$ cat src/rtl/axis_lrelu_config_sequencer_if.sv
`default_nettype none
// ============================================================================
// Module      : axis_lrelu_config_sequencer_if
// Description : AXI4-Stream style bundle shared by the config, data and merged
//               output streams of the LReLU config sequencer.
// Signals     : tvalid/tready/tlast handshake, tdata [WORD_WIDTH],
//               tuser [TUSER_WIDTH].
// Modports    : master drives payload and tvalid; slave drives tready.
// Revision    : 1.0 - initial release
// ============================================================================
interface axis_lrelu_config_sequencer_if #(
   parameter int WORD_WIDTH  = 64,
   parameter int TUSER_WIDTH = 8
);
   logic                   tvalid;
   logic                   tready;
   logic                   tlast;
   logic [WORD_WIDTH-1:0]  tdata;
   logic [TUSER_WIDTH-1:0] tuser;

   modport master (output tvalid, output tlast, output tdata, output tuser,
                   input  tready);
   modport slave  (input  tvalid, input  tlast, input  tdata, input  tuser,
                   output tready);
endinterface
`default_nettype wire

$ cat src/rtl/axis_lrelu_config_sequencer.sv
`default_nettype none
// ============================================================================
// Module      : axis_lrelu_config_sequencer
// Description : Merges a config stream and a conv-output data stream into one
//               stream for the LReLU engine. Each iteration forwards N config
//               beats (N from the is-1x1 tuser flag) followed by data beats up
//               to the data tlast, through a 2-entry registered skid buffer.
// Ports       : aclk, areset   - clock, synchronous active-high reset
//               s_cfg  (slave) - config stream
//               s_data (slave) - data stream
//               m      (master)- merged output stream
//               iter_count     - completed iterations (wrapping)
//               cfg_error      - sticky config-length mismatch flag
// Revision    : 1.0 - initial release
// ============================================================================
module axis_lrelu_config_sequencer #(
   parameter int WORD_WIDTH  = 64,
   parameter int TUSER_WIDTH = 8,
   parameter int I_IS_1X1    = 0,
   parameter int BEATS_3X3   = 9,
   parameter int BEATS_1X1   = 5
) (
   input  logic                           aclk,
   input  logic                           areset,
   axis_lrelu_config_sequencer_if.slave   s_cfg,
   axis_lrelu_config_sequencer_if.slave   s_data,
   axis_lrelu_config_sequencer_if.master  m,
   output logic [15:0]                    iter_count,
   output logic                           cfg_error
);

   typedef enum logic [1:0] {
      CFG_FIRST = 2'd0,
      CFG_REST  = 2'd1,
      DATA      = 2'd2
   } state_t;

   state_t                  r_state;
   logic [15:0]             r_cnt;
   logic [15:0]             r_iter;
   logic                    r_err;
   // Held low for the first cycle after reset so both treadys read 0 there.
   logic                    r_rdy;
   // Skid entries: slot 0 is the head presented on m, slot 1 the overflow.
   logic                    r_v0, r_v1;
   logic                    r_l0, r_l1;
   logic [WORD_WIDTH-1:0]   r_d0, r_d1;
   logic [TUSER_WIDTH-1:0]  r_u0, r_u1;

   logic                    w_buf_rdy;
   logic                    w_cfg_hs;
   logic                    w_dat_hs;
   logic                    w_push;
   logic                    w_pop;
   logic                    w_slot0;
   logic                    w_in_last;
   logic [WORD_WIDTH-1:0]   w_in_data;
   logic [TUSER_WIDTH-1:0]  w_in_user;
   logic [15:0]             w_n_first;
   logic                    w_nth;

   // Readiness comes only from registered occupancy; m.tready never reaches it.
   assign w_buf_rdy    = r_rdy & ~r_v1;
   assign s_cfg.tready  = w_buf_rdy & (r_state != DATA);
   assign s_data.tready = w_buf_rdy & (r_state == DATA);

   assign w_cfg_hs  = s_cfg.tvalid  & s_cfg.tready;
   assign w_dat_hs  = s_data.tvalid & s_data.tready;
   assign w_push    = w_cfg_hs | w_dat_hs;
   assign w_pop     = r_v0 & m.tready;

   // The two streams are never ready together, so the mux select is exclusive.
   assign w_in_data = w_dat_hs ? s_data.tdata : s_cfg.tdata;
   assign w_in_user = w_dat_hs ? s_data.tuser : s_cfg.tuser;
   assign w_in_last = w_dat_hs & s_data.tlast;

   // After a pop slot 1 shifts into slot 0, so the free slot depends on the pop.
   assign w_slot0   = w_pop ? ~r_v1 : ~r_v0;

   assign w_n_first = s_cfg.tuser[I_IS_1X1] ? 16'(BEATS_1X1) : 16'(BEATS_3X3);
   // True when the config beat now on the bus is the N-th of the iteration.
   assign w_nth     = (r_state == CFG_FIRST) ? (w_n_first == 16'd1) : (r_cnt == 16'd0);

   always_ff @(posedge aclk) begin
      if (areset) begin
         r_state <= CFG_FIRST;
         r_cnt   <= 16'd0;
         r_iter  <= 16'd0;
         r_err   <= 1'b0;
         r_rdy   <= 1'b0;
         r_v0    <= 1'b0;
         r_v1    <= 1'b0;
         r_l0    <= 1'b0;
         r_l1    <= 1'b0;
         r_d0    <= '0;
         r_d1    <= '0;
         r_u0    <= '0;
         r_u1    <= '0;
      end else begin
         r_rdy <= 1'b1;

         if (w_pop) begin
            r_v0 <= r_v1;
            r_l0 <= r_l1;
            r_d0 <= r_d1;
            r_u0 <= r_u1;
            r_v1 <= 1'b0;
         end
         if (w_push) begin
            if (w_slot0) begin
               r_v0 <= 1'b1;
               r_l0 <= w_in_last;
               r_d0 <= w_in_data;
               r_u0 <= w_in_user;
            end else begin
               r_v1 <= 1'b1;
               r_l1 <= w_in_last;
               r_d1 <= w_in_data;
               r_u1 <= w_in_user;
            end
         end

         // A mismatching tlast only raises the flag; sequencing follows N.
         if (w_cfg_hs && (s_cfg.tlast != w_nth)) begin
            r_err <= 1'b1;
         end

         case (r_state)
            CFG_FIRST: begin
               if (w_cfg_hs) begin
                  r_cnt   <= w_n_first - 16'd2;
                  r_state <= (w_n_first == 16'd1) ? DATA : CFG_REST;
               end
            end
            CFG_REST: begin
               if (w_cfg_hs) begin
                  if (r_cnt == 16'd0) begin
                     r_state <= DATA;
                  end else begin
                     r_cnt <= r_cnt - 16'd1;
                  end
               end
            end
            DATA: begin
               if (w_dat_hs && s_data.tlast) begin
                  r_state <= CFG_FIRST;
                  r_iter  <= r_iter + 16'd1;
               end
            end
            default: r_state <= CFG_FIRST;
         endcase
      end
   end

   assign m.tvalid   = r_v0;
   assign m.tlast    = r_l0;
   assign m.tdata    = r_d0;
   assign m.tuser    = r_u0;
   assign iter_count = r_iter;
   assign cfg_error  = r_err;

endmodule
`default_nettype wire

$ cat src/flat_wrapper.sv
// flat-port wrapper written by rule: the top's interface ports become plain ports
module axis_lrelu_config_sequencer_flat 
#(
   parameter int WORD_WIDTH  = 64,
   parameter int TUSER_WIDTH = 8,
   parameter int I_IS_1X1    = 0,
   parameter int BEATS_3X3   = 9,
   parameter int BEATS_1X1   = 5
)
  (aclk, areset, iter_count, cfg_error, s_cfg_tvalid, s_cfg_tlast, s_cfg_tdata, s_cfg_tuser, s_cfg_tready, s_data_tvalid, s_data_tlast, s_data_tdata, s_data_tuser, s_data_tready, m_tvalid, m_tlast, m_tdata, m_tuser, m_tready);
  axis_lrelu_config_sequencer_if #(.WORD_WIDTH(WORD_WIDTH), .TUSER_WIDTH(TUSER_WIDTH)) s_cfg_i ();
  axis_lrelu_config_sequencer_if #(.WORD_WIDTH(WORD_WIDTH), .TUSER_WIDTH(TUSER_WIDTH)) s_data_i ();
  axis_lrelu_config_sequencer_if #(.WORD_WIDTH(WORD_WIDTH), .TUSER_WIDTH(TUSER_WIDTH)) m_i ();
  input  logic aclk;
  input  logic areset;
  output logic [15:0] iter_count;
  output logic cfg_error;
  input wire logic [$bits(s_cfg_i.tvalid)-1:0] s_cfg_tvalid;
  input wire logic [$bits(s_cfg_i.tlast)-1:0] s_cfg_tlast;
  input wire logic [$bits(s_cfg_i.tdata)-1:0] s_cfg_tdata;
  input wire logic [$bits(s_cfg_i.tuser)-1:0] s_cfg_tuser;
  output wire logic [$bits(s_cfg_i.tready)-1:0] s_cfg_tready;
  input wire logic [$bits(s_data_i.tvalid)-1:0] s_data_tvalid;
  input wire logic [$bits(s_data_i.tlast)-1:0] s_data_tlast;
  input wire logic [$bits(s_data_i.tdata)-1:0] s_data_tdata;
  input wire logic [$bits(s_data_i.tuser)-1:0] s_data_tuser;
  output wire logic [$bits(s_data_i.tready)-1:0] s_data_tready;
  output wire logic [$bits(m_i.tvalid)-1:0] m_tvalid;
  output wire logic [$bits(m_i.tlast)-1:0] m_tlast;
  output wire logic [$bits(m_i.tdata)-1:0] m_tdata;
  output wire logic [$bits(m_i.tuser)-1:0] m_tuser;
  input wire logic [$bits(m_i.tready)-1:0] m_tready;
  assign s_cfg_i.tvalid = s_cfg_tvalid;
  assign s_cfg_i.tlast = s_cfg_tlast;
  assign s_cfg_i.tdata = s_cfg_tdata;
  assign s_cfg_i.tuser = s_cfg_tuser;
  assign s_cfg_tready = s_cfg_i.tready;
  assign s_data_i.tvalid = s_data_tvalid;
  assign s_data_i.tlast = s_data_tlast;
  assign s_data_i.tdata = s_data_tdata;
  assign s_data_i.tuser = s_data_tuser;
  assign s_data_tready = s_data_i.tready;
  assign m_tvalid = m_i.tvalid;
  assign m_tlast = m_i.tlast;
  assign m_tdata = m_i.tdata;
  assign m_tuser = m_i.tuser;
  assign m_i.tready = m_tready;
  axis_lrelu_config_sequencer #(.WORD_WIDTH(WORD_WIDTH), .TUSER_WIDTH(TUSER_WIDTH), .I_IS_1X1(I_IS_1X1), .BEATS_3X3(BEATS_3X3), .BEATS_1X1(BEATS_1X1)) u_core (.aclk(aclk), .areset(areset), .s_cfg(s_cfg_i), .s_data(s_data_i), .m(m_i), .iter_count(iter_count), .cfg_error(cfg_error));
endmodule
$ cat config.mk
export PLATFORM = sky130hd
export DESIGN_NAME = axis_lrelu_config_sequencer_flat
export DESIGN_NICKNAME = d
export VERILOG_FILES = /design/src/rtl/axis_lrelu_config_sequencer_if.sv /design/src/rtl/axis_lrelu_config_sequencer.sv /design/src/flat_wrapper.sv
export SDC_FILE = /design/constraint.sdc
export NUM_CORES = 1
export LEC_CHECK = 0
export CAP_MARGIN = 20
export CORE_UTILIZATION = 44
export DETAILED_ROUTE_END_ITERATION = 8
export PLACE_DENSITY = 0.86
export SYNTH_ARGS = -nofsm -noshare
export SYNTH_HDL_FRONTEND = slang
export SYNTH_SLANG_ARGS = --single-unit
$ cat constraint.sdc
create_clock -name aclk -period 1.75 [get_ports aclk]
set_input_delay 0.2625 -clock aclk [delete_from_list [all_inputs] [get_ports aclk]]
set_output_delay 0.2625 -clock aclk [all_outputs]
set_load 0.01 [all_outputs]
[Yosys cells after proc, flatten, opt, wreduce, memory -nomap -nowiden]
Cells that the tools add are included.
Storage, ports and cells
  bits in registers: 184
  input bits: 151
  output and inout port bits: 93
  logic and storage cells: 77
Cells by class
  add/subtract/negate cells: 3
  equal/unequal tests: 10
  multiplexer cells: 31
  bitwise gates (word level): 11
  reductions and logical operators: 9
Operator list (number)
  64-bit two-way mux: 4
  16-bit two-way mux: 3
  8-bit two-way mux: 4
  16-bit one-hot mux with 2 select lines: 1
  16-bit by 1-bit adder with 16-bit output, second input constant: 1
  16-bit by 1-bit equality test with 1-bit output, second input constant: 1
  16-bit logical NOT: 1
  16-bit by 1-bit subtractor with 16-bit output, second input constant: 1
  16-bit by 2-bit subtractor with 16-bit output, second input constant: 1
  1-bit two-way mux: 12
  2-bit two-way mux: 5
  4-bit AND reduction: 2
  1-bit bitwise AND: 7
  2-bit by 1-bit != test with 1-bit output, second input constant: 3
  2-bit != test, second input constant: 3
  2-bit one-hot mux with 3 select lines: 1
  4-bit two-way mux: 1
  2-bit AND reduction: 2
  1-bit inverter: 3
  2-bit by 1-bit equality test with 1-bit output, second input constant: 1
  2-bit equality test, second input constant: 1
  1-bit logical AND: 2
  2-bit logical NOT: 1
  2-bit nonzero test: 1
  2 further kinds: 2

[Logic depth before layout (Yosys ltp)]
Gate-level depths: netlist of the first run.
  word-level depth: 7
  mapped depth: 8
  mapped depth without buffers: 7

[Worst setup path after synthesis of the first run]
No wires, ideal clock.
  kind: flip-flop to flip-flop
  start: register u_core.r_cnt[0]
  end: register u_core.r_cnt[5]
  setup time: 117 ps
  arrival: 1723 ps
  data required time: 1633 ps
  slack: -90 ps
  stages on the path, launching flop included: 9
  path buffers: 1
  clock period less this slack: 1840 ps
  path through: dfxtp_1 > inv_1 > ha_1 > nor3b_2 > and4_1 > clkbuf_1 > a2111oi_2 > xnor2_1 > nor2_1
On the way
  cells in the longest elaborated chain, start to end: 4
  elaborated cells on any way between the ends: 7
  classes of those cells: add/sub: 1; eq/ne: 1; mux: 3; reduce/logical: 2
RTL lines
  from (decl): line axis_lrelu_config_sequencer.sv:39  | logic [15:0] r_cnt;
  from (signal assigned): line axis_lrelu_config_sequencer.sv:131  | r_cnt <= w_n_first - 16'd2;
  from (signal assigned): line axis_lrelu_config_sequencer.sv:140  | r_cnt <= r_cnt - 16'd1;
  16-bit by 1-bit subtractor with 16-bit output: line axis_lrelu_config_sequencer.sv:140
  16-bit two-way mux: line axis_lrelu_config_sequencer.sv:137  | if (r_cnt == 16'd0) begin
  16-bit two-way mux: line axis_lrelu_config_sequencer.sv:136  | if (w_cfg_hs) begin
  16-bit one-hot mux with 2 select lines: line axis_lrelu_config_sequencer.sv:128  | case (r_state)
Parallel ways exist; a longest one is shown, timed or not. The select of a mux whose other input is x is not followed.
A chain may end at the register's enable or synchronous reset.

[Final worst setup path of the first run]
  start: register u_core.r_v1
  end: register u_core.r_d0[0], in the netlist u_core.m.tdata[0]
On the way
  cells in the longest elaborated chain, start to end: 7
  elaborated cells on any way between the ends: 11
  classes of those cells: mux: 4; bitwise: 7
RTL lines
  from (decl): line axis_lrelu_config_sequencer.sv:45  | logic r_v0, r_v1;
  from (signal assigned): line axis_lrelu_config_sequencer.sv:92  | r_v1 <= 1'b0;
  from (signal assigned): line axis_lrelu_config_sequencer.sv:107  | r_v1 <= 1'b0;
  from (signal assigned): line axis_lrelu_config_sequencer.sv:116  | r_v1 <= 1'b1;
  1-bit inverter *: line axis_lrelu_config_sequencer.sv:63, axis_lrelu_config_sequencer.sv:78
  1-bit bitwise AND: line axis_lrelu_config_sequencer.sv:63  | assign w_buf_rdy = r_rdy & ~r_v1;
  1-bit bitwise AND: line axis_lrelu_config_sequencer.sv:65  | assign s_data.tready = w_buf_rdy & (r_state == DATA);
  1-bit bitwise AND: line axis_lrelu_config_sequencer.sv:68  | assign w_dat_hs = s_data.tvalid & s_data.tready;
  64-bit two-way mux: line axis_lrelu_config_sequencer.sv:73  | assign w_in_data = w_dat_hs ? s_data.tdata : s_cfg.tdata;
  64-bit two-way mux: line axis_lrelu_config_sequencer.sv:110  | if (w_slot0) begin
  64-bit two-way mux *: line axis_lrelu_config_sequencer.sv:109  | if (w_push) begin
  to (signal assigned): line axis_lrelu_config_sequencer.sv:105  | r_d0 <= r_d1;
  to (signal assigned): line axis_lrelu_config_sequencer.sv:113  | r_d0 <= w_in_data;
  to (decl): line axis_lrelu_config_sequencer.sv:47  | logic [WORD_WIDTH-1:0] r_d0, r_d1;
Every way passes the cells marked *; elsewhere a longest branch is shown, timed or not.

==> results of run 1 <==
[layout make-up]
class	instances	area share, %
multi-input cells	603	35.8
repair buffers	348	29.0
flip-flops and latches	184	27.7
clock buffers	21	3.46
well taps	265	2.49
clock inverters	11	1.29
inverters	8	0.226
[cell families after synthesis]
kind of cell / after synthesis / share of synthesized area [%]
AO/OA/AOI/OAI: 246 / 25.1
XOR/XNOR: 25 / 2.52
adder cells (fa/ha/maj): 2 / 0.288
buffers and inverters: 96 / 5.76
flip-flops: 184 / 42.4
multiplexers: 73 / 8.41
AND/OR/NAND/NOR: 257 / 15.5
[registers in the layout, summed over array words and instances (netlist names)]
| register | cells |
|---|---|
| u_core.r_l1 | 1 |
| u_core.r_u1 | 8 |
| u_core.iter_count | 16 |
| u_core.m.tdata | 64 |
| u_core.m.tlast | 1 |
| u_core.r_rdy | 1 |
| u_core.r_cnt | 16 |
| u_core.m.tuser | 8 |
| u_core.r_d1 | 64 |
| u_core.m.tvalid | 1 |
| u_core.r_v1 | 1 |
| u_core.r_state | 2 |
| u_core.cfg_error | 1 |
[stage by stage]
stage | cell area [sq um] | hold WS [ns] | setup WS (ns) | util (%)
6_report | 13300 | 0.241 | -0.0807 | 68.6
3_3_place_gp | 11700 | 0.451 | -0.237 | 60.4
4_1_cts | 12700 | 0.225 | -0.0616 | 65.5
2_1_floorplan | 8680 | 0.410 | -0.00147 | -
3_5_place_dp | 11700 | 0.461 | -0.313 | 60.4
5_1_grt | 13300 | 0.257 | -0.161 | 68.6
[final timing paths]
check / start / endpoint / slack (ns) / depth (start not counted)
min reg2reg: u_core.r_cnt[10]$_SDFFE_PP0P_ / u_core.r_cnt[10]$_SDFFE_PP0P_ / 0.47 / 2
min: areset / u_core.r_rdy$_DFF_P_ / 0.24 / 2
max reg2reg: u_core.r_v1$_SDFF_PP0_ / u_core.m.tdata[0]$_SDFF_PP0_ / -0.08 / 8
max: u_core.r_v1$_SDFF_PP0_ / u_core.m.tdata[0]$_SDFF_PP0_ / -0.08 / 8
[cell usage in the layout, fill, tap and decap left out, drive strengths merged, types with 2 or more instances in the layout]
| master | n |
|---|---|
| clkdlybuf4s50 | 238 |
| a211oi | 217 |
| dfxtp | 184 |
| nor2 | 110 |
| buf | 99 |
| and3 | 75 |
| mux2i | 73 |
| clkbuf | 28 |
| xnor2 | 18 |
| nand3 | 14 |
| nand2 | 14 |
| a21oi | 13 |
| nor3 | 9 |
| inv | 8 |
| xor2 | 7 |
| nor4 | 6 |
| or3 | 5 |
| clkinv | 5 |
| bufinv | 4 |
| o21ai | 4 |
| nand4 | 3 |
| nor3b | 3 |
| and4 | 3 |
| a2111oi | 3 |
| nand2b | 2 |
| o22ai | 2 |
| ha | 2 |
| clkinvlp | 2 |
| bufbuf | 2 |
| nor2b | 2 |
| and4bb | 2 |
| nand4bb | 2 |
| a21boi | 2 |
| or4 | 2 |
[power by group through the flow]
stage	sequential, uW	combinational, uW	clock (uW)
after floorplan	4640	811	0
after global placement	4600	1760	0
after detailed placement	4600	1800	0
after CTS	4520	1960	4180
after global routing	4550	2230	4360
final	4530	2090	4140
[worst max-delay path, cell delays in order (launching register included)]
cell	delay, ns
dfxtp_2	0.32
and4bb_4	0.38
nand2_8	0.08
a21oi_4	0.22
buf_12	0.15
buf_12	0.11
clkbuf_16	0.16
a211oi_2	0.04
a211oi_1	0.25
[repair_timing]
item	4_1_cts	5_1_grt
endpoints found under the hold margin	0	0
gates resized for setup	27	77
pin swaps	10	38
buffers inserted	8	13
setup endpoints to repair	37	147
cloned	7	7
[per-layer routing]
layer	vias to the layer above	global-route usage, %	part of all wire, %	routed length, um
met5	-	0	0	0
met1	4014	30.1	41	11400
met2	269	44.7	51	13900
met4	0	12.2	3.0	831
li1	3871	-	-	-
met3	54	4.44	4.9	1330
==> out/metrics.json, run 1 <==
{
  "syn-num-nets": 1036,
  "period_share_pct": 105,
  "h-tree-depth": 4,
  "power.clock.fraction_pct": 38.5,
  "initial_core_util_pct": 44.8,
  "core_area_sq_um": 19400,
  "cp_data_arrival_time_ns": 2.15,
  "grt_max_degree": 74,
  "synth.most_common_cell": "dfxtp_1",
  "yosys.area.top_type_share_pct": 42.4,
  "setup_viol": 13,
  "synth_cell_count_leaders": "dfxtp_1 (184), a211oi_1 (150), nor2_1 (110), and3_1 (75), mux2i_1 (73)",
  "chipWidth_um": 142,
  "clk_pin_slew_worst_paths_ns": 0.06,
  "ir_drop_worst_case_vdd_uv": 673,
  "yosysSeqAreaShare_pct": 42.4,
  "total_via_count_after_detailed_routing": 8208,
  "worst-endpoint-required_ns": 2.07,
  "post_synthesis_to_final_layout_area_growth_pct": 53.2,
  "cap_viol_max_count": 0,
  "io_buffers": 243,
  "boundaryPins": 244,
  "antennaDiodeCount": 0,
  "setup_repair_after_global_routing_missed_its_margin": "true",
  "tritoncts_clock_tree": "yes",
  "result_of_the_run": "complete, but fails checks",
  "final_max_slew_viol_count": 0,
  "drt-wirelength-per-cell_um": 19.0,
  "layout.cells.non_filler": 1440,
  "die-height_um": 142,
  "period_minus_slack_ns": 1.83,
  "grt_first_pass_wirelength_um": 40600,
  "path_class": "flip-flop to flip-flop",
  "fin_skew_ns": 0.00982,
  "hpwl_um": 15700,
  "ys_seq_elements": 184,
  "first_global_vias": 8062,
  "post-route-drc-count": 0,
  "p_sw_share_pct": 25.8,
  "start_kind": "flip-flop",
  "post-layout-total-power_uw": 10800,
  "synth_area_leaders": "dfxtp_1 (42%), a211oi_1 (13%), a211oi_2 (9.7%), mux2i_1 (8.4%), and3_1 (5.4%)",
  "synth_cell_types": 49,
  "cts-root-buf": "clkbuf_16",
  "placementRows": 51,
  "finalWorstSetupSlack_ns": -0.0807,
  "drt_iter0_markers": 410,
  "slew_headroom_pct": 70.6,
  "synthesis.area_sq_um": 8680,
  "internal-power_uw": 7990,
  "timing.final.hold_violations": 0,
  "fin_setup_tns_ns": -0.344,
  "netlist_instances": 883,
  "overall_global_routing_usage_pct": 25.5,
  "antenna_violations_before_repair": 0,
  "grt_remaining_overflow": 0,
  "nFillCells": 1395,
  "final_net_count": 1315,
  "max_freq_ghz": 0.546,
  "cts.hold.buffers_added": 0,
  "crit_end_category": "flip-flop",
  "drt_pass1_iterations": 4,
  "max-clock-path-buffers": 2,
  "layout_cells_sized_above_1_pct": 22.8,
  "leakagePower_uw": 0.00524,
  "regArea_sq_um": 3690,
  "synth-edff-count": 0,
  "cellPowerDensity_nw_per_um2": 810,
  "share_seq_of_total_power_pct": 42.1,
  "yosys_most_used_dff": "dfxtp_1",
  "numCtsBuffers": 17,
  "worstSkewPairLatency_ns": 0.43,
  "synth.avg_cell_area_sq_um": 9.83,
  "failed_checks": "negative setup slack",
  "synth_warnings": 0,
  "critPathMaxFanout": 7,
  "synthArstFlopShare_pct": 0,
  "combinational_cell_fraction_of_total_power_pct": 19.4,
  "post-place-cells": 1374,
  "total_area_of_multi_input_combinational_cells_sq_um": 4770,
  "route.detailed.vias_per_inst": 5.70,
  "slew_worst_pin_ns": 0.441,
  "gp_congestion": 0.862,
  "netlist.top_cell.by_area": "dfxtp_1",
  "clock-sinks": 184,
  "fp.dieArea_sq_um": 20300,
  "finalWirelength_um": 27400,
  "min_path_type": "primary input to flip-flop",
  "drtAntennaViolNets": 0,
  "power.net_switching_uw": 2780
}
No activity file was read; power rests on OpenSTA's default activity.
==> inputs of run 2 (changes only) <==
Settings changed: CORE_UTILIZATION 44 to 50, DONT_BUFFER_PORTS from default to 1, PLACE_DENSITY 0.86 to 0.77.
==> out/metrics.json, run 2 (synthesized netlist as in run 1, its figures left out) <==
{
  "result_of_the_run": "complete, but fails checks",
  "failed_checks": "negative hold slack, negative setup slack",
  "finalWorstSetupSlack": {"value": -0.0286, "unit": "ns", "change": "+0.0521 ns"},
  "cellPowerDensity": {"value": 946, "unit": "nW/um^2", "change": "+17%"},
  "cts.hold.buffers_added": {"value": 1, "change": "+1"},
  "cap_viol_max_count": {"value": 0, "change": "unchanged"},
  "antenna_violations_before_repair": {"value": 1, "change": "+1"},
  "drtAntennaViolNets": {"value": 0, "change": "unchanged"},
  "boundaryPins": {"value": 244, "change": "unchanged"},
  "overall_global_routing_usage": {"value": 22.8, "unit": "%", "change": "-2.7 points"},
  "crit_end_category": "flip-flop",
  "timing.hold.ws": {"value": -0.0977, "unit": "ns", "change": "-0.339 ns"},
  "grt_remaining_overflow": {"value": 0, "change": "unchanged"},
  "period_share": {"value": 102, "unit": "%", "change": "-3.0 points"},
  "numCtsBuffers": {"value": 17, "change": "unchanged"},
  "clk_pin_slew_worst_paths": {"value": 0.07, "unit": "ns", "change": "about the same"},
  "crit_chain": "nor4_2 > buf_4 > and3b_1 > buf_12 > a21oi_1 > o22ai_1 > nor2_1",
  "fin_setup_tns": {"value": -0.0719, "unit": "ns", "change": "+0.272 ns"},
  "die-height": {"value": 134, "unit": "um", "change": "-6.1%"},
  "route.detailed.vias_per_inst": {"value": 6.06, "change": "+6.4%"},
  "slowest_delay": {"value": 0.38, "unit": "ns", "change": "about the same"},
  "drt-wirelength-per-cell": {"value": 19.1, "unit": "um", "change": "+0.29%"},
  "hpwl": {"value": 13200, "unit": "um", "change": "-16%"},
  "total_via_count_after_detailed_routing": {"value": 6828, "change": "-17%"},
  "final_net_count": {"value": 1045, "change": "-21%"},
  "h-tree-depth": {"value": 4, "change": "unchanged"},
  "layout_cells_sized_above_1": {"value": 25.0, "unit": "%", "change": "+2.2 points"},
  "leakagePower": {"value": 0.00410, "unit": "uW", "change": "-22%"},
  "gp_congestion": {"value": 0.814, "change": "-5.6%"},
  "finish.utilization": {"value": 61.2, "unit": "%", "change": "-7.4 points"},
  "worstSkewPairLatency": {"value": 0.42, "unit": "ns", "change": "about the same"},
  "cts-root-buf": "clkbuf_16",
  "fp.dieArea": {"value": 17900, "unit": "sq um", "change": "-12%"},
  "slowest_stage": "nor4_2",
  "finalWirelength": {"value": 21500, "unit": "um", "change": "-22%"},
  "post-route-drc-count": {"value": 0, "change": "unchanged"},
  "chipWidth": {"value": 134, "unit": "um", "change": "-6.1%"},
  "initial_core_util": {"value": 51.8, "unit": "%", "change": "+7.0 points"},
  "grt_max_degree": {"value": 172, "change": "+130%"},
  "drt_iter0_markers": {"value": 385, "change": "-6.1%"},
  "period_minus_slack": {"value": 1.78, "unit": "ns", "change": "-0.0521 ns"},
  "path_class": "flip-flop to flip-flop",
  "commonest_cells_after_routing_fill_and_taps_aside": "dfxtp_1 (179), a211oi_1 (146), nor2_1 (98)",
  "nFillCells": {"value": 1351, "change": "-3.2%"},
  "io_buffers": {"value": 0, "change": "-100%"},
  "setup_viol": {"value": 3, "change": "-10"},
  "core_area": {"value": 16800, "unit": "sq um", "change": "-14%"},
  "cp_data_arrival_time": {"value": 2.09, "unit": "ns", "change": "-0.06 ns"},
  "critPathMaxFanout": {"value": 11, "change": "+4"},
  "slew_worst_pin": {"value": 0.369, "unit": "ns", "change": "-0.0712 ns"},
  "hold_path_startpoint": "areset",
  "max_freq": {"value": 0.562, "unit": "GHz", "change": "+2.9%"},
  "start_kind": "flip-flop",
  "reg2reg_from": "u_core.r_cnt[12]$_SDFFE_PP0P_",
  "final_max_slew_viol_count": {"value": 0, "change": "unchanged"},
  "first_global_vias": {"value": 6474, "change": "-20%"},
  "setup_repair_after_global_routing_missed_its_margin": "true",
  "fin_skew": {"value": 0.00749, "unit": "ns", "change": "-0.00233 ns"},
  "min_path_type": "primary input to flip-flop",
  "grt_first_pass_wirelength": {"value": 32700, "unit": "um", "change": "-20%"},
  "worst-endpoint-required": {"value": 2.06, "unit": "ns", "change": "about the same"},
  "post_synthesis_to_final_layout_area_growth_pct": 18.1,
  "slew_headroom": {"value": 74.7, "unit": "%", "change": "+4.0 points"},
  "tritoncts_clock_tree": "yes",
  "timing.final.hold_violations": {"value": 27, "change": "+27"},
  "placementRows": {"value": 47, "change": "-7.8%"},
  "drt_pass1_iterations": {"value": 7, "change": "+3"},
  "layout.cells.most_common": "dfxtp_1",
  "max-clock-path-buffers": {"value": 2, "change": "unchanged"},
  "setup.worst_path.start": "u_core.r_cnt[12]$_SDFFE_PP0P_",
  "ir_drop_worst_case_vdd": {"value": 654, "unit": "uV", "change": "-2.8%"},
  "clock-sinks": {"value": 184, "change": "unchanged"}
}
## run 2: cell types whose count changed in the layout (fill, tap and decap cells not counted), moves of 5 or more
cell	delta
clkdlybuf4s50_1	-238
a211oi_1	+13
a211oi_2	-12
buf_6	-12
mux2i_1	+10
mux2i_2	-8
nor2_1	-7
nor2_2	+7
buf_16	-5
## run 2: final timing paths
kind	cells past startpoint	slack, ns	endpoint
setup reg to reg	7	-0.03	u_core.r_cnt[0]$_SDFFE_PP0P_
hold / removal	1	-0.1	u_core.r_d1[19]$_SDFFE_PP0P_
setup / recovery	7	-0.03	u_core.r_cnt[0]$_SDFFE_PP0P_
hold reg to reg	2	0.49	u_core.r_cnt[10]$_SDFFE_PP0P_
## run 2: routing by layer
metal / global-route usage, % / share of wire, % / vias up
met5: 0 / 0 / -
met4: 8.14 / 1.7 / 0
met3: 6.54 / 5.8 / 23
met2: 37.9 / 49 / 193
met1: 27.9 / 43 / 3290
li1: - / - / 3322
## run 2: stage by stage
| step | std cells | cell area (sq um) | setup WS [ns] | hold slack, ns | total power (uW) |
|---|---|---|---|---|---|
| 6_report | 1126 | 10300 | -0.0286 | -0.0977 | 9700 |
| 4_1_cts | 1109 | 9800 | 0.00482 | -0.108 | 9580 |
| 3_3_place_gp | 1075 | 9170 | 0.0000567 | 0.352 | 5690 |
| 2_1_floorplan | 883 | 8680 | -0.00147 | 0.410 | 5460 |
| 3_5_place_dp | 1075 | 9170 | -0.0463 | 0.346 | 5720 |
| 5_1_grt | 1125 | 10300 | -0.0993 | -0.125 | 10100 |
## run 2: repair_timing
item | CTS | global route
endpoints found under the hold margin | 171 | 170
buffers inserted | 1 | 12
setup endpoints to repair | 45 | 130
pin swaps | 1 | 43
resized for setup | 5 | 56
gates cloned | 0 | 4
## run 2: area by class of cell
class	instances	area [sq um]	share of cell area [%]
Sequential cell	184	3690	36.0
Inverter	8	30.0	0.293
Tap cell	220	275	2.68
Clock buffer	19	443	4.32
Antenna cell	1	2.50	0.0244
Clock inverter	13	145	1.42
Multi-Input combinational cell	603	4740	46.2
Timing Repair Buffer	78	928	9.05
## run 2: worst max-delay path, delay by kind of cell, from the launching register on
| family | cells | cell delay (ns) |
|---|---|---|
| AO/OA/AOI/OAI | 2 | 0.28 |
| buffers and inverters | 2 | 0.36 |
| AND/OR/NAND/NOR | 3 | 0.65 |
| flip-flops | 1 | 0.37 |
## run 2: where the power goes
group / internal (uW) / switching [uW]
combinational: 585 / 652
sequential: 4390 / 225
clock: 2160 / 1700
total: 7130 / 2570
==> inputs of run 3 (changes only) <==
Settings changed: SKIP_CTS_REPAIR_TIMING from default to 1.
==> out/metrics.json, run 3 (synthesized netlist as in run 1, its figures left out) <==
{
  "result_of_the_run": "complete, but fails checks",
  "failed_checks": "negative hold slack, negative setup slack",
  "cap_viol_max_count": {"value": 0, "change": "unchanged"},
  "core_area": {"value": 16800, "unit": "sq um", "change": "unchanged"},
  "crit_end_category": "flip-flop",
  "cp_data_arrival_time": {"value": 2.07, "unit": "ns", "change": "-0.02 ns"},
  "cellPowerDensity": {"value": 960, "unit": "nW/um^2", "change": "+1.5%"},
  "worstSkewPairLatency": {"value": 0.42, "unit": "ns", "change": "about the same"},
  "placementRows": {"value": 47, "change": "unchanged"},
  "timing.hold.ws": {"value": -0.0975, "unit": "ns", "change": "+0.000231 ns"},
  "chipWidth": {"value": 134, "unit": "um", "change": "unchanged"},
  "overall_global_routing_usage": {"value": 22.7, "unit": "%", "change": "-0.082 points"},
  "h-tree-depth": {"value": 4, "change": "unchanged"},
  "grt_first_pass_wirelength": {"value": 32500, "unit": "um", "change": "-0.49%"},
  "start_kind": "flip-flop",
  "layout_cells_sized_above_1": {"value": 22.0, "unit": "%", "change": "-2.9 points"},
  "drt_pass1_iterations": {"value": 4, "change": "-3"},
  "max_freq": {"value": 0.571, "unit": "GHz", "change": "+1.6%"},
  "leakagePower": {"value": 0.00403, "unit": "uW", "change": "-1.8%"},
  "gp_congestion": {"value": 0.814, "change": "unchanged"},
  "setup.worst_path.end": "u_core.r_cnt[9]$_SDFFE_PP0P_",
  "internal-power": {"value": 7100, "unit": "uW", "change": "-0.43%"},
  "setup_viol": {"value": 1, "change": "-2"},
  "total_area_of_multi_input_combinational_cells": {"value": 4680, "unit": "sq um", "change": "-1.4%"},
  "io_buffers": {"value": 0, "change": "unchanged"},
  "reg2reg_from": "u_core.r_cnt[0]$_SDFFE_PP0P_",
  "finalWorstSetupSlack": {"value": -0.000125, "unit": "ns", "change": "+0.0285 ns"},
  "slew_worst_pin": {"value": 0.513, "unit": "ns", "change": "+0.144 ns"},
  "grt_remaining_overflow": {"value": 0, "change": "unchanged"},
  "postLayoutCellArea": {"value": 10100, "unit": "sq um", "change": "-1.9%"},
  "critPathMaxFanout": {"value": 4, "change": "-7"},
  "layout.cells.most_common": "dfxtp_1",
  "power.net_switching": {"value": 2560, "unit": "uW", "change": "-0.47%"},
  "drtAntennaViolNets": {"value": 0, "change": "unchanged"},
  "reg2reg_to": "u_core.r_cnt[9]$_SDFFE_PP0P_",
  "setup_repair_after_global_routing_missed_its_margin": "true",
  "hold_path_startpoint": "areset",
  "hpwl": {"value": 13200, "unit": "um", "change": "unchanged"},
  "clk_pin_slew_worst_paths": {"value": 0.07, "unit": "ns", "change": "about the same"},
  "ir_drop_worst_case_vdd": {"value": 653, "unit": "uV", "change": "-0.25%"},
  "post-place-cells": {"value": 1075, "change": "unchanged"},
  "max-clock-path-buffers": {"value": 2, "change": "unchanged"},
  "detailedPlace.worstSlack": {"value": -0.0463, "unit": "ns", "change": "unchanged"},
  "combinational_cell_fraction_of_total_power": {"value": 12.4, "unit": "%", "change": "-0.3 points"},
  "commonest_cells_after_routing_fill_and_taps_aside": "dfxtp_1 (181), a211oi_1 (149), nor2_1 (109)",
  "antenna_violations_before_repair": {"value": 1, "change": "unchanged"},
  "tritoncts_clock_tree": "yes",
  "clock-sinks": {"value": 184, "change": "unchanged"},
  "timing.final.hold_violations": {"value": 28, "change": "+3.7%"},
  "total_via_count_after_detailed_routing": {"value": 6779, "change": "-0.72%"},
  "final_net_count": {"value": 1038, "change": "-0.67%"},
  "first_global_vias": {"value": 6454, "change": "-0.31%"},
  "fin_skew": {"value": 0.0118, "unit": "ns", "change": "+0.00431 ns"},
  "die-height": {"value": 134, "unit": "um", "change": "unchanged"},
  "nFillCells": {"value": 1378, "change": "+2.0%"},
  "finalWirelength": {"value": 21000, "unit": "um", "change": "-2.2%"},
  "fp.dieArea": {"value": 17900, "unit": "sq um", "change": "unchanged"},
  "layout.cells.non_filler": {"value": 1119, "change": "-0.62%"},
  "drt-wirelength-per-cell": {"value": 18.8, "unit": "um", "change": "-1.6%"},
  "power.clock.fraction": {"value": 39.9, "unit": "%", "change": "+0.2 points"},
  "post_synthesis_to_final_layout_area_growth_pct": 15.8,
  "post-route-drc-count": {"value": 0, "change": "unchanged"},
  "setup.worst_path.start": "u_core.r_cnt[0]$_SDFFE_PP0P_",
  "drt_iter0_markers": {"value": 399, "change": "+3.6%"},
  "worst-endpoint-required": {"value": 2.07, "unit": "ns", "change": "about the same"},
  "initial_core_util": {"value": 51.8, "unit": "%", "change": "unchanged"},
  "slew_headroom": {"value": 65.5, "unit": "%", "change": "-9.2 points"},
  "regArea": {"value": 3690, "unit": "sq um", "change": "about the same"},
  "share_seq_of_total_power": {"value": 47.7, "unit": "%", "change": "+0.2 points"},
  "min_path_type": "primary input to flip-flop",
  "numCtsBuffers": {"value": 17, "change": "unchanged"},
  "period_share": {"value": 100, "unit": "%", "change": "-1.6 points"},
  "reg2regPathDepth": {"value": 6, "change": "-1"},
  "grt_max_degree": {"value": 172, "change": "unchanged"},
  "path_class": "flip-flop to flip-flop",
  "cts-root-buf": "clkbuf_16",
  "placed_cell_area": {"value": 9170, "unit": "sq um", "change": "unchanged"},
  "final_max_slew_viol_count": {"value": 0, "change": "unchanged"},
  "timing.reg2reg.setup_slack": {"value": -0.0001, "unit": "ns", "change": "+0.03 ns"},
  "period_minus_slack": {"value": 1.75, "unit": "ns", "change": "-0.0285 ns"},
  "p_sw_share": {"value": 26.5, "unit": "%", "change": "about the same"},
  "route.detailed.vias_per_inst": {"value": 6.06, "change": "about the same"},
  "boundaryPins": {"value": 244, "change": "unchanged"}
}
run 3: changes by cell type in the layout (fill, tap and decap cells not counted), moves of 2 or more:
cell       before  now
inv_1           6    8
nor2_2         11    0
dfxtp_1       179  181
a211oi_1      146  149
inv_2           2    0
nor2_1         98  109
mux2i_2         4    2
buf_6           6    3
dfxtp_2         5    3
mux2i_1        69   71
clkbuf_16      21   18
a211oi_2       71   68
run 3: layout make-up:
cell class,instances,area share [%]
diodes,1,0.0249
flip-flops and latches,184,36.7
clock buffers,19,4.40
clock inverters,13,1.44
inverters,8,0.299
multi-input cells,603,46.5
repair buffers,71,7.95
well taps,220,2.74
run 3: worst min-delay path by stage:
stage / end / slack, ns / cells past startpoint
finish: u_core.r_d1[19]$_SDFFE_PP0P_ / -0.1 / 1
global route: u_core.r_d1[19]$_SDFFE_PP0P_ / -0.12 / 1
CTS: u_core.r_d1[19]$_SDFFE_PP0P_ / -0.11 / 1
detailed placement: u_core.r_d1[19]$_SDFFE_PP0P_ / 0.35 / 1
global placement: u_core.r_d1[19]$_SDFFE_PP0P_ / 0.35 / 1
floorplan: u_core.r_l1$_SDFFE_PP0P_ / 0.41 / 2
run 3: power by group through the flow:
stage	logic [uW]	clock network (uW)	registers, uW
after floorplan	811	0	4640
after global placement	1000	0	4690
after detailed placement	1020	0	4690
after CTS	1040	3930	4600
after global routing	1310	4110	4630
final	1200	3860	4610
run 3: metal layers:
metal / vias to the layer above / wire [um] / track usage (%)
li1: 3308 / - / -
met5: - / 0 / 0
met1: 3232 / 9250 / 27.7
met3: 28 / 1250 / 6.54
met4: 0 / 370 / 8.14
met2: 211 / 10100 / 37.9
run 3: stage by stage:
| step | util (%) | power, uW | hold slack [ns] | setup TNS [ns] |
|---|---|---|---|---|
| 2_1_floorplan | - | 5460 | 0.410 | -0.00438 |
| 3_3_place_gp | 54.7 | 5690 | 0.352 | 0 |
| 3_5_place_dp | 54.7 | 5720 | 0.346 | -0.114 |
| 4_1_cts | 58.2 | 9560 | -0.108 | -0.838 |
| 5_1_grt | 60.0 | 10000 | -0.123 | -1.23 |
| 6_report | 60.0 | 9660 | -0.0975 | -0.000125 |
run 3: worst max-delay path, cell delays in order (launching register included):
cell	delay, ns
dfxtp_2	0.34
buf_4	0.14
nor4_1	0.49
nand2_1	0.17
a2111oi_4	0.31
xnor2_1	0.16
nor2_1	0.05
